--- config.mk ---
export PLATFORM = sky130hd
export DESIGN_NAME = spi_master
export DESIGN_NICKNAME = d
export VERILOG_FILES = /design/src/rtl/spi_master.sv
export SDC_FILE = /design/constraint.sdc
export NUM_CORES = 1
export LEC_CHECK = 0
export CAP_MARGIN = 20
export CORE_UTILIZATION = 55
export CTS_CLUSTER_DIAMETER = 50
export DETAILED_ROUTE_END_ITERATION = 12
export PLACE_DENSITY = 0.89
export SKIP_LAST_GASP = 1
export SYNTH_ARGS = -nofsm -noshare
export SYNTH_HDL_FRONTEND = slang
export SYNTH_SLANG_ARGS = --single-unit
--- constraint.sdc ---
create_clock -name CLK -period 4.2 [get_ports CLK]
set_input_delay 0.84 -clock CLK [delete_from_list [all_inputs] [get_ports CLK]]
set_output_delay 0.84 -clock CLK [all_outputs]
set_load 0.02 [all_outputs]
--- src/rtl/spi_master.sv ---
`default_nettype none
// +----------------------------------------------------------------------------+
// | Module   : spi_master                                                      |
// | Purpose  : SPI mode-0 (CPOL=0, CPHA=0) initiator, MSB first. SCLK is       |
// |            CLK divided by 2*CLK_DIV. Host side uses start/busy/done with   |
// |            parallel tx/rx words.                                           |
// | Ports    : CLK      - system clock, rising-edge                            |
// |            RESET    - asynchronous active-high reset                       |
// |            start    - transfer request, sampled only while idle            |
// |            tx_data  - word to send, latched when start is accepted         |
// |            busy     - high from start acceptance through the GAP state     |
// |            done     - one-cycle pulse, rx_data valid in that cycle         |
// |            rx_data  - last received word, held until the next done         |
// |            SCLK     - serial clock, idles low                              |
// |            CS       - chip select, active low                              |
// |            MOSI     - serial data out, changes on SCLK falling edges       |
// |            MISO     - serial data in, sampled on SCLK rising edges         |
// | Revision : 1.0 - initial release                                           |
// +----------------------------------------------------------------------------+
module spi_master #(
   parameter int WIDTH   = 8,
   parameter int CLK_DIV = 4
) (
   input  logic             CLK,
   input  logic             RESET,
   input  logic             start,
   input  logic [WIDTH-1:0] tx_data,
   output logic             busy,
   output logic             done,
   output logic [WIDTH-1:0] rx_data,
   output logic             SCLK,
   output logic             CS,
   output logic             MOSI,
   input  logic             MISO
);

   localparam int c_div_w = (CLK_DIV > 1) ? $clog2(CLK_DIV) : 1;
   localparam int c_bit_w = $clog2(WIDTH + 1);
   localparam logic [c_div_w-1:0] c_div_last = c_div_w'(CLK_DIV - 1);
   // GAP lasts CLK_DIV-1 cycles; only meaningful when CLK_DIV > 1
   localparam logic [c_div_w-1:0] c_gap_last = c_div_w'((CLK_DIV > 1) ? (CLK_DIV - 2) : 0);
   localparam logic [c_bit_w-1:0] c_width    = c_bit_w'(WIDTH);

   typedef enum logic [2:0] {
      S_IDLE = 3'd0,
      S_LEAD = 3'd1,
      S_HIGH = 3'd2,
      S_LOW  = 3'd3,
      S_DONE = 3'd4,
      S_GAP  = 3'd5
   } state_t;

   state_t             state_q,    state_d;
   logic [c_div_w-1:0] div_q,      div_d;
   logic [c_bit_w-1:0] bit_cnt_q,  bit_cnt_d;
   logic [WIDTH-1:0]   tx_shift_q, tx_shift_d;
   logic [WIDTH-1:0]   rx_shift_q, rx_shift_d;
   logic [WIDTH-1:0]   rx_data_q,  rx_data_d;
   logic               sclk_q,     sclk_d;
   logic               cs_q,       cs_d;
   logic               mosi_q,     mosi_d;
   logic               busy_q,     busy_d;
   logic               done_q,     done_d;

   logic               w_div_last;

   assign w_div_last = (div_q == c_div_last);

   always_comb begin
      state_d    = state_q;
      div_d      = div_q;
      bit_cnt_d  = bit_cnt_q;
      tx_shift_d = tx_shift_q;
      rx_shift_d = rx_shift_q;
      rx_data_d  = rx_data_q;
      sclk_d     = sclk_q;
      cs_d       = cs_q;
      mosi_d     = mosi_q;
      busy_d     = busy_q;
      done_d     = 1'b0;

      case (state_q)
         S_IDLE: begin
            div_d     = '0;
            bit_cnt_d = '0;
            if (start) begin
               tx_shift_d = tx_data;
               mosi_d     = tx_data[WIDTH-1];
               cs_d       = 1'b0;
               busy_d     = 1'b1;
               state_d    = S_LEAD;
            end
         end

         S_LEAD: begin
            if (w_div_last) begin
               div_d      = '0;
               sclk_d     = 1'b1;
               rx_shift_d = {rx_shift_q[WIDTH-2:0], MISO};
               bit_cnt_d  = bit_cnt_q + c_bit_w'(1);
               state_d    = S_HIGH;
            end else begin
               div_d = div_q + c_div_w'(1);
            end
         end

         S_HIGH: begin
            if (w_div_last) begin
               div_d  = '0;
               sclk_d = 1'b0;
               // After the last bit MOSI keeps the LSB through the final LOW phase
               if (bit_cnt_q < c_width) begin
                  tx_shift_d = tx_shift_q << 1;
                  mosi_d     = tx_shift_q[WIDTH-2];
               end
               state_d = S_LOW;
            end else begin
               div_d = div_q + c_div_w'(1);
            end
         end

         S_LOW: begin
            if (w_div_last) begin
               div_d = '0;
               if (bit_cnt_q < c_width) begin
                  sclk_d     = 1'b1;
                  rx_shift_d = {rx_shift_q[WIDTH-2:0], MISO};
                  bit_cnt_d  = bit_cnt_q + c_bit_w'(1);
                  state_d    = S_HIGH;
               end else begin
                  // Final LOW phase doubles as the trailing CS hold time
                  cs_d      = 1'b1;
                  mosi_d    = 1'b0;
                  rx_data_d = rx_shift_q;
                  done_d    = 1'b1;
                  state_d   = S_DONE;
               end
            end else begin
               div_d = div_q + c_div_w'(1);
            end
         end

         S_DONE: begin
            div_d = '0;
            if (CLK_DIV == 1) begin
               busy_d  = 1'b0;
               state_d = S_IDLE;
            end else begin
               state_d = S_GAP;
            end
         end

         S_GAP: begin
            if (div_q == c_gap_last) begin
               div_d   = '0;
               busy_d  = 1'b0;
               state_d = S_IDLE;
            end else begin
               div_d = div_q + c_div_w'(1);
            end
         end

         default: begin
            state_d = S_IDLE;
            cs_d    = 1'b1;
            sclk_d  = 1'b0;
            mosi_d  = 1'b0;
            busy_d  = 1'b0;
         end
      endcase
   end

   always_ff @(posedge CLK or posedge RESET) begin
      if (RESET) begin
         state_q    <= S_IDLE;
         div_q      <= '0;
         bit_cnt_q  <= '0;
         tx_shift_q <= '0;
         rx_shift_q <= '0;
         rx_data_q  <= '0;
         sclk_q     <= 1'b0;
         cs_q       <= 1'b1;
         mosi_q     <= 1'b0;
         busy_q     <= 1'b0;
         done_q     <= 1'b0;
      end else begin
         state_q    <= state_d;
         div_q      <= div_d;
         bit_cnt_q  <= bit_cnt_d;
         tx_shift_q <= tx_shift_d;
         rx_shift_q <= rx_shift_d;
         rx_data_q  <= rx_data_d;
         sclk_q     <= sclk_d;
         cs_q       <= cs_d;
         mosi_q     <= mosi_d;
         busy_q     <= busy_d;
         done_q     <= done_d;
      end
   end

   assign busy    = busy_q;
   assign done    = done_q;
   assign rx_data = rx_data_q;
   assign SCLK    = sclk_q;
   assign CS      = cs_q;
   assign MOSI    = mosi_q;

endmodule
`default_nettype wire
After elaboration in Yosys (flattened, before gate mapping)
Index checks and enable logic that the tools add are counted.
{"block": "word_totals", "n_memories": 0, "rom_bits": 0, "ff_bits": 37, "elab_cells": 97, "out_inout_bits": 13, "inputBits": 12, "latchBits": 0, "ramBits": 0}
{"block": "classes", "n_shift": 0, "reduce_logical": 20, "mul": 0, "muxes": 43, "div": 0, "n_bitwise": 5, "addsub": 2, "magnitude_cmp": 1, "eq_ne": 15}
{"op": "$mux W8", "n": 3}
{"op": "$mux W7", "n": 3}
{"op": "$mux W3", "n": 6}
{"op": "$pmux W3 S6", "n": 1}
{"op": "$mux W1", "n": 17}
{"op": "$ne A2 B2 Y1 const B", "n": 8}
{"op": "$pmux W8 S2", "n": 1}
{"op": "$reduce_and A4 Y1", "n": 4}
{"op": "$pmux W7 S2", "n": 1}
{"op": "$mux W4", "n": 3}
{"op": "$pmux W4 S3", "n": 1}
{"op": "$reduce_and A5 Y1", "n": 2}
{"op": "$reduce_or A3 Y1", "n": 3}
{"op": "$pmux W1 S4", "n": 2}
{"op": "$reduce_or A4 Y1", "n": 2}
{"op": "$eq A3 B2 Y1 const B", "n": 2}
{"op": "$eq A3 B3 Y1 const B", "n": 2}
{"op": "$pmux W1 S3", "n": 2}
{"op": "$pmux W2 S3", "n": 1}
{"op": "$reduce_and A3 Y1", "n": 2}
{"op": "$reduce_and A6 Y1", "n": 1}
{"op": "$reduce_bool A3 Y1", "n": 2}
{"op": "$not A1 Y1", "n": 5}
{"op": "$add A4 B1 Y4 const B", "n": 1}
{"op": "8 further kinds", "n": 11}

Depth between registers and ports, before layout
Gate-level depths: netlist of run 1.
{"block": "depth", "depth_word": 4, "ltp_mapped": 6, "mapped_depth_nobuf": 5}

Worst setup path before layout of run 1
Ideal clock, no wire load.
{"block": "synth_path", "kind": "input to register", "startpoint": "input port start", "endpoint": "register mosi_q (netlist: MOSI)", "slack_ns": 2.446, "setup_ns": 0.125, "path_stages": 4, "required_time_ns": 4.075, "arrival_ns": 1.629, "cell_sequence": "or3b_1 -> a21oi_1 -> a211oi_1 -> mux2_2"}
{"block": "synth_between", "elab_chain_cells": 2}
{"element": "start: declaration", "line_no": "26", "rtl": "input logic start,"}
{"element": "$ne A2 B2 Y1 (no line)"}
{"element": "$reduce_and A6 Y1 (no line)"}
{"element": "end signal: assignment", "line_no": "195", "rtl": "mosi_q <= mosi_d;"}
{"element": "end: declaration", "line_no": "61", "rtl": "logic mosi_q, mosi_d;"}
No other way between the ends.
A chain may end at the register's enable or synchronous reset.

Worst setup path in the final report of run 1
{"block": "layout_path", "startpoint": "register cs_q (netlist: CS)", "endpoint": "output port CS"}
{"element": "start: declaration", "line_no": "60", "rtl": "logic cs_q, cs_d;"}
{"element": "start signal: assignment", "line_no": "194", "rtl": "cs_q <= cs_d;"}
{"element": "end: declaration", "line_no": "32", "rtl": "output logic CS,"}
No word-level cell between the ends.

==> results of run 1 <==
-- power groups by stage --
stage	sequential [mW]	clock, mW	combinational [mW]
floorplan	0.563	0	0.372
global placement	0.578	0	0.440
detailed placement	0.591	0	0.467
CTS	0.584	0.266	0.471
global route	0.602	0.280	0.524
finish	0.584	0.261	0.466
-- final timing paths --
| kind | start | slack, ns | endpoint |
|---|---|---|---|
| worst min-delay path | tx_shift_q[5] | 0.49 | tx_shift_q[5] |
| worst max register to register | state_q[1] | 2.26 | rx_data[0] |
| worst max-delay path | CS | 1.88 | CS |
| max in group asynchronous | RESET | 2.96 | CS |
| worst min register to register | tx_shift_q[5] | 0.49 | tx_shift_q[5] |
| min in group asynchronous | RESET | 0.89 | tx_shift_q[3] |
-- cell usage after synthesis, types with 2 or more instances --
cell type,count
dfrtp_1,36
mux2_2,17
nand2_1,12
mux2i_1,10
o21ai_0,9
a21oi_1,7
inv_1,7
ha_1,5
a211oi_1,4
buf_2,4
nand3_1,4
nor2_1,4
nor3_1,3
o21ai_1,3
nand2_2,2
nor3_4,2
o22ai_1,2
-- flip-flops by register name, summed over array words and instances (netlist names) --
name	cells
rx_shift_q	8
SCLK	1
rx_data	8
done	1
bit_cnt_q	4
state_q	3
busy	1
div_q	2
MOSI	1
CS	1
tx_shift_q	7
-- cells by family (layout without fill, tap and decap cells) --
family / after synthesis / after routing / share of synthesized area [%]
mux: 27 / 27 / 16.9
flops: 37 / 37 / 53.6
fa+ha+maj: 5 / 5 / 3.62
buf+inv: 14 / 41 / 4.13
simple gates: 34 / 34 / 11.0
compound gates: 31 / 31 / 10.8
-- placed cells by master (no fill, tap or decap), drive strengths merged, types with 2 or more instances in the layout --
| master | count |
|---|---|
| mux2 | 17 |
| nor3 | 5 |
| a211oi | 4 |
| mux2i | 10 |
| a21oi | 7 |
| inv | 8 |
| o21ai | 12 |
| clkbuf | 6 |
| ha | 5 |
| nand3 | 4 |
| dfrtp | 36 |
| o22ai | 2 |
| nor2 | 4 |
| nand2 | 14 |
| clkdlybuf4s50 | 24 |
-- layout make-up --
class	instances	share of cell area [%]
tap	42	2.53
inverter	8	1.56
clock buffer	6	2.47
sequential	37	44.6
clock inverter	2	1.81
multi-input combinational	97	35.1
timing repair buffer	25	11.9
-- metrics by stage --
step	hold WS, ns	utilization, %	setup slack (ns)
after detailed placement	0.472	69.2	1.74
after global placement	0.461	69.2	1.84
after CTS	0.498	72.3	1.86
final	0.494	72.3	1.88
after floorplan	0.438	-	2.45
after global routing	0.522	72.3	1.81
-- layer usage --
metal	up-vias	global-route usage (%)	routed length, µm
li1	579	-	-
met1	594	26.4	1360
met2	25	36.9	1620
met3	6	7.37	148
met4	0	8.16	53
met5	-	0	0
==> summary.txt, run 1 <==
Logic synthesis
  • Synth Flop Type: dfrtp_1
  • Mapped Area: between 1500 and 2000 µm²
  • Synth unique cells: 34
  • Synth area leaders: dfrtp_1, mux2_2, mux2i_1
  • Yosys reg bits: 37
  • Synth top area share: 52.1%
  • Ys async rst share: between 90% and 100%
  • Mean Syn Cell Area: between 10 and 15 µm²
  • Largest area contributor in the netlist: dfrtp_1
  • Number of enable flip-flop cells after synthesis: 0
  • Warnings from Yosys: 0
  • Sequential share of the synthesized area: around 54%
  • Synth Net Count: roughly 170
  • Cells after Synth: about 150

Run status
  • Failing checks: DRC
  • Status: finished with violations

Placement
  • Area after DPL: between 1500 and 2000 µm²
  • Final Wtd Congestion: ~0.81
  • # port buffers: 24
  • DP Wirelength: between 2 and 2.5 mm
  • Cells after DPL: approximately 210

Worst setup path
  • Top delay family on crit path: buffers and inverters
  • Element type at the critical path end: primary output
  • Slowest-stage cell, CP: clkdlybuf4s50_1
  • Critical path cell sequence: clkdlybuf4s50_1
  • Startpoint Class: flip-flop
  • Critical Path RT: about 3.4 ns
  • Crit Path Max Fanout: 2
  • Critical path class: flip-flop to primary output
  • Worst Path Arrival: about 1.5 ns
  • Reg2reg path depth: 3
  • Crit path largest cell delay: 0.59 ns
  • Buf+Inv Stages, Crit Path: 1
  • Worst path depth: 1

Floorplanning
  • Initial core utilization: between 60 and 70%
  • Top Ports: 25
  • Rows: 19
  • Die area: roughly 3400 µm²
  • Die X: between 50 and 60 µm
  • Die Y: ~58 µm
  • CORE AREA: 2880 µm²

Finish
  • Layout cell share with drive strength beyond 1: between 10% and 20%
  • Antenna diodes: 0
  • Non-Filler Instances: between 200 and 250
  • Register area: around 930 µm²
  • Post-route cell area: between 2000 and 2500 µm²
  • Syn-to-layout area delta: 20.3%
  • Combined area of the multi-input logic cells: between 700 and 800 µm²
  • Fillcell total: approximately 220
  • Final nets: 191

Timing
  • Max-Slew Margin vs Limit: between 50% and 60%
  • Setup Viol. Count Final: 0
  • Final period util: between 50% and 60%
  • Max-slew violation count: 0
  • Minimum clock period: ~2.3 ns
  • FMAX: around 430 MHz
  • RSZ-0062 raised after global routing: false
  • Final Skew: 0.0118 ns
  • Hold Vio Cnt, Final: 0
  • Slew @ Worst Pin: between 0.7 and 0.8 ns
  • Final setup TNS: 0 ns

Clock tree
  • Root Driver: clkbuf_4
  • Post-cts hold buffer count: 0
  • Setup bufs post-CTS: 0
  • Clk_lat worst skew: around 0.35 ns
  • CTS clock-pin slew for the worst setup and hold paths: ~0.11 ns
  • Sink Count: 37
  • CTS tree: done
  • H-tree levels: 2
  • PostCTS Resize Cnt: 0
  • Clk buf depth: 2
  • Total CTS buffers: 5

Pwr
  • Gate power share: between 30% and 40%
  • Switch share: between 30% and 40%
  • Sequential Power Share: between 40 and 50%
  • Switching component of the power: 0.470 mW
  • Pwr Total: between 1 and 1.5 mW
  • Int Power: between 0.8 and 0.9 mW
  • PD cells: 631 nW/µm²
  • Static leakage power: between 0.9 and 1 nW
  • Max VDD drop: around 0.00038 V
  • Clock network power share: about a fifth

Global routing
  • Global route total overflow: 0
  • Gr usage total: between 20% and 30%
  • Vias in the first global route: approximately 1.2k
  • Antenna violations before repair: 0
  • Global-route wire length before repair: between 5 and 6 mm
  • Largest net degree at the start of global routing: 38

Run
  • Max-cap violations: 0

Drt
  • Starting DRT DRC Count: between 50 and 60
  • DRC: 2
  • Detailed Routing Iterations Pass 1: 8
  • Routed length per placed instance: between 10 and 15 µm
  • Via/cell ratio: around 5.5
  • Via count: between 1k and 1.5k
  • Routed Antenna Nets: 0
  • Final WL: approximately 3.2 mm

Worst hold path
  • Hold crit path type: flip-flop to flip-flop
  • Worst Hold Depth: 2
Power figures use the tool's default switching activity.
==> run 2: changes to the inputs <==
--- a/config.mk
+++ b/config.mk
@@ -6,10 +6,10 @@
 export NUM_CORES = 1
 export LEC_CHECK = 0
 export CAP_MARGIN = 20
-export CORE_UTILIZATION = 55
+export CORE_UTILIZATION = 53
 export CTS_CLUSTER_DIAMETER = 50
 export DETAILED_ROUTE_END_ITERATION = 12
-export PLACE_DENSITY = 0.89
+export PLACE_DENSITY = 0.86
 export SKIP_LAST_GASP = 1
 export SYNTH_ARGS = -nofsm -noshare
 export SYNTH_HDL_FRONTEND = slang
==> constraint.sdc (replaced) <==
create_clock -name CLK -period 2.27 [get_ports CLK]
set_input_delay 0.454 -clock CLK [delete_from_list [all_inputs] [get_ports CLK]]
set_output_delay 0.454 -clock CLK [all_outputs]
set_load 0.02 [all_outputs]
==> run 2 against run 1 <==
Net effect:
- the run now ends clean
- via count shrank 1.8%
- clock skew down 0.0067 ns
- final area rose by 1.0%
- register-to-register slack lost 1.8 ns
- setup slack worse by 1.5 ns
- sequential power grew 78%
- wire length shrank 4.3%
- final cell count grew 2.3%
- critical endpoint unchanged
- highest routed layer unchanged
==> summary.txt, run 2 (synthesis gave the netlist of run 1 again) <==
Worst setup path
  • Crit path largest cell delay: 0.59 ns (about the same)
  • Reg2reg path depth: 4 (+1)
  • Buf+Inv Stages, Crit Path: 1 (unchanged)
  • Top delay family on crit path: buffers and inverters
  • RR Startpoint: div_q[0]
  • Element type at the critical path end: primary output
  • Critical path cell sequence: clkdlybuf4s50_1
  • R2r setup slk: 0.47 ns (-1.79 ns)
  • Worst path depth: 1 (unchanged)
  • Reg-to-Reg End: rx_data[0]
  • Crit Path Max Fanout: 2 (unchanged)
  • Critical path class: flip-flop to primary output
  • Startpoint Class: flip-flop
  • Worst Path Arrival: 1.47 ns (about the same)
  • Slowest-stage cell, CP: clkdlybuf4s50_1
  • Critical Path RT: 1.82 ns (-1.54 ns)

Finish
  • Fin util: 68.3% (-4.0 points)
  • Antenna diodes: 0 (unchanged)
  • Syn-to-layout area delta: 21.5%
  • Most frequent cells in the layout: dfrtp_1, clkdlybuf4s50_1, mux2_2, nand2_1, mux2i_1
  • Final nets: 194 (+1.6%)
  • Non-Filler Instances: 222 (+2.3%)
  • Most common cell after layout, fill and taps aside: dfrtp_1
  • Layout cell share with drive strength beyond 1: 19.7% (+0.81 points)

Clock tree
  • Clk buf depth: 2 (unchanged)
  • Clk_lat worst skew: 0.34 ns (about the same)
  • Sink Count: 37 (unchanged)
  • Total CTS buffers: 5 (unchanged)
  • H-tree levels: 2 (unchanged)
  • CTS tree: done
  • CTS clock-pin slew for the worst setup and hold paths: 0.11 ns (about the same)
  • Root Driver: clkbuf_4
  • Setup bufs post-CTS: 0 (unchanged)
  • PostCTS Resize Cnt: 0 (unchanged)
  • Post-cts hold buffer count: 0 (unchanged)

Timing
  • Hold Vio Cnt, Final: 0 (unchanged)
  • FMAX: ~520 MHz
  • Final Skew: 0.00503 ns (-0.00672 ns)
  • RSZ-0062 raised after global routing: false
  • Final setup TNS: 0 ns (unchanged)
  • Post-route setup slack: 0.345 ns (-1.53 ns)
  • Setup Viol. Count Final: 0 (unchanged)
  • Final period util: 84.8%
  • Minimum clock period: approximately 1.9 ns
  • Slew @ Worst Pin: 0.510 ns (-0.223 ns)
  • Max-Slew Margin vs Limit: 65.9% (+15 points)
  • Max-slew violation count: 0 (unchanged)

Worst hold path
  • Hold endpoint: tx_shift_q[0]
  • Hold_sp: tx_shift_q[0]
  • Worst Hold Depth: 2 (unchanged)
  • Hold crit path type: flip-flop to flip-flop

Floorplanning
  • Die Y: 59.1 µm (+1.8%)
  • Top Ports: 25 (unchanged)
  • Initial core utilization: 56.2% (-3.9 points)
  • CORE AREA: 3080 µm² (+7.0%)
  • Die X: 59.1 µm (+1.8%)
  • Die area: 3500 µm² (+3.6%)
  • Rows: 20 (+1)

Run status
  • Status: complete, no violations

Global routing
  • Vias in the first global route: 1235 (+4.8%)
  • Gr usage total: 20.6% (-1.4 points)
  • Antenna violations before repair: 0 (unchanged)
  • Largest net degree at the start of global routing: 38 (unchanged)
  • Global route total overflow: 0 (unchanged)
  • Global-route wire length before repair: 5.22 mm (-3.7%)

Pwr
  • PD cells: 1160 nW/µm² (+84%)
  • Max VDD drop: 0.000540 V (+44%)
  • Pwr Total: 2.44 mW (+86%)
  • Static leakage power: 0.978 nW (+1.6%)

Drt
  • Final WL: 3.05 mm (-4.3%)
  • Starting DRT DRC Count: 54 (+5.9%)
  • Via/cell ratio: 5.32 (-4.0%)
  • Via count: 1182 (-1.8%)
  • DRC: 0 (-2)
  • Routed length per placed instance: 13.7 µm (-6.5%)
  • Routed Antenna Nets: 0 (unchanged)
  • Detailed Routing Iterations Pass 1: 4 (-4)

Placement
  • DP Wirelength: 2.07 mm (-4.7%)
  • # port buffers: 24 (unchanged)
  • Setup Slack @ Placement: 0.271 ns (-1.47 ns)
  • Cells after DPL: 214 (+2.4%)
  • Final Wtd Congestion: 0.844 (+3.9%)

Run
  • Max-cap violations: 0 (unchanged)
==> run 2: changes by cell type in the layout (fill, tap and decap cells not counted), sizes merged <==
| cell | before | now |
|---|---|---|
| buf | 1 | 4 |
| clkbuf | 6 | 7 |
| clkinvlp | 1 | 0 |
==> run 2: layout make-up <==
| class | instances | area [µm²] |
|---|---|---|
| tap | 44 | 55.1 |
| sequential | 37 | 927 |
| clock buffer | 7 | 55.1 |
| multi-input combinational | 97 | 731 |
| clock inverter | 1 | 30.0 |
| inverter | 8 | 32.5 |
| timing repair buffer | 28 | 270 |
| fill | 231 | 977 |
==> run 2: worst max path at each step <==
stage | start | to | slack [ns]
after floorplan | div_q[0] | rx_shift_q[0] | 0.70
after global placement | start | MOSI | 0.32
after detailed placement | start | MOSI | 0.27
after CTS | CS | CS | 0.33
after global routing | CS | CS | 0.30
final | CS | CS | 0.34
==> run 2: layer usage <==
layer | share of wire [%] | vias up | track usage, % | wire length [µm]
met5 | 0 | - | 0 | 0
met3 | 3.8 | 5 | 4.80 | 116
li1 | - | 582 | - | -
met4 | 1.4 | 0 | 11.2 | 44
met1 | 46 | 568 | 23.9 | 1410
met2 | 49 | 27 | 35.1 | 1480
==> run 2: stage by stage <==
step                      cell area (µm²)  hold slack [ns]
final                                2100            0.489
after global routing                 2100            0.535
after CTS                            2100            0.492
after detailed placement             2020            0.467
after global placement               2020            0.460
after floorplan                      1730            0.438
==> run 2: power breakdown <==
| part | total, mW | internal (mW) | leakage [nW] | switching, mW |
|---|---|---|---|---|
| sequential | 1.04 | 0.872 | 0.469 | 0.168 |
| combinational | 0.920 | 0.441 | 0.463 | 0.478 |
| clock | 0.477 | 0.263 | 0.0455 | 0.214 |
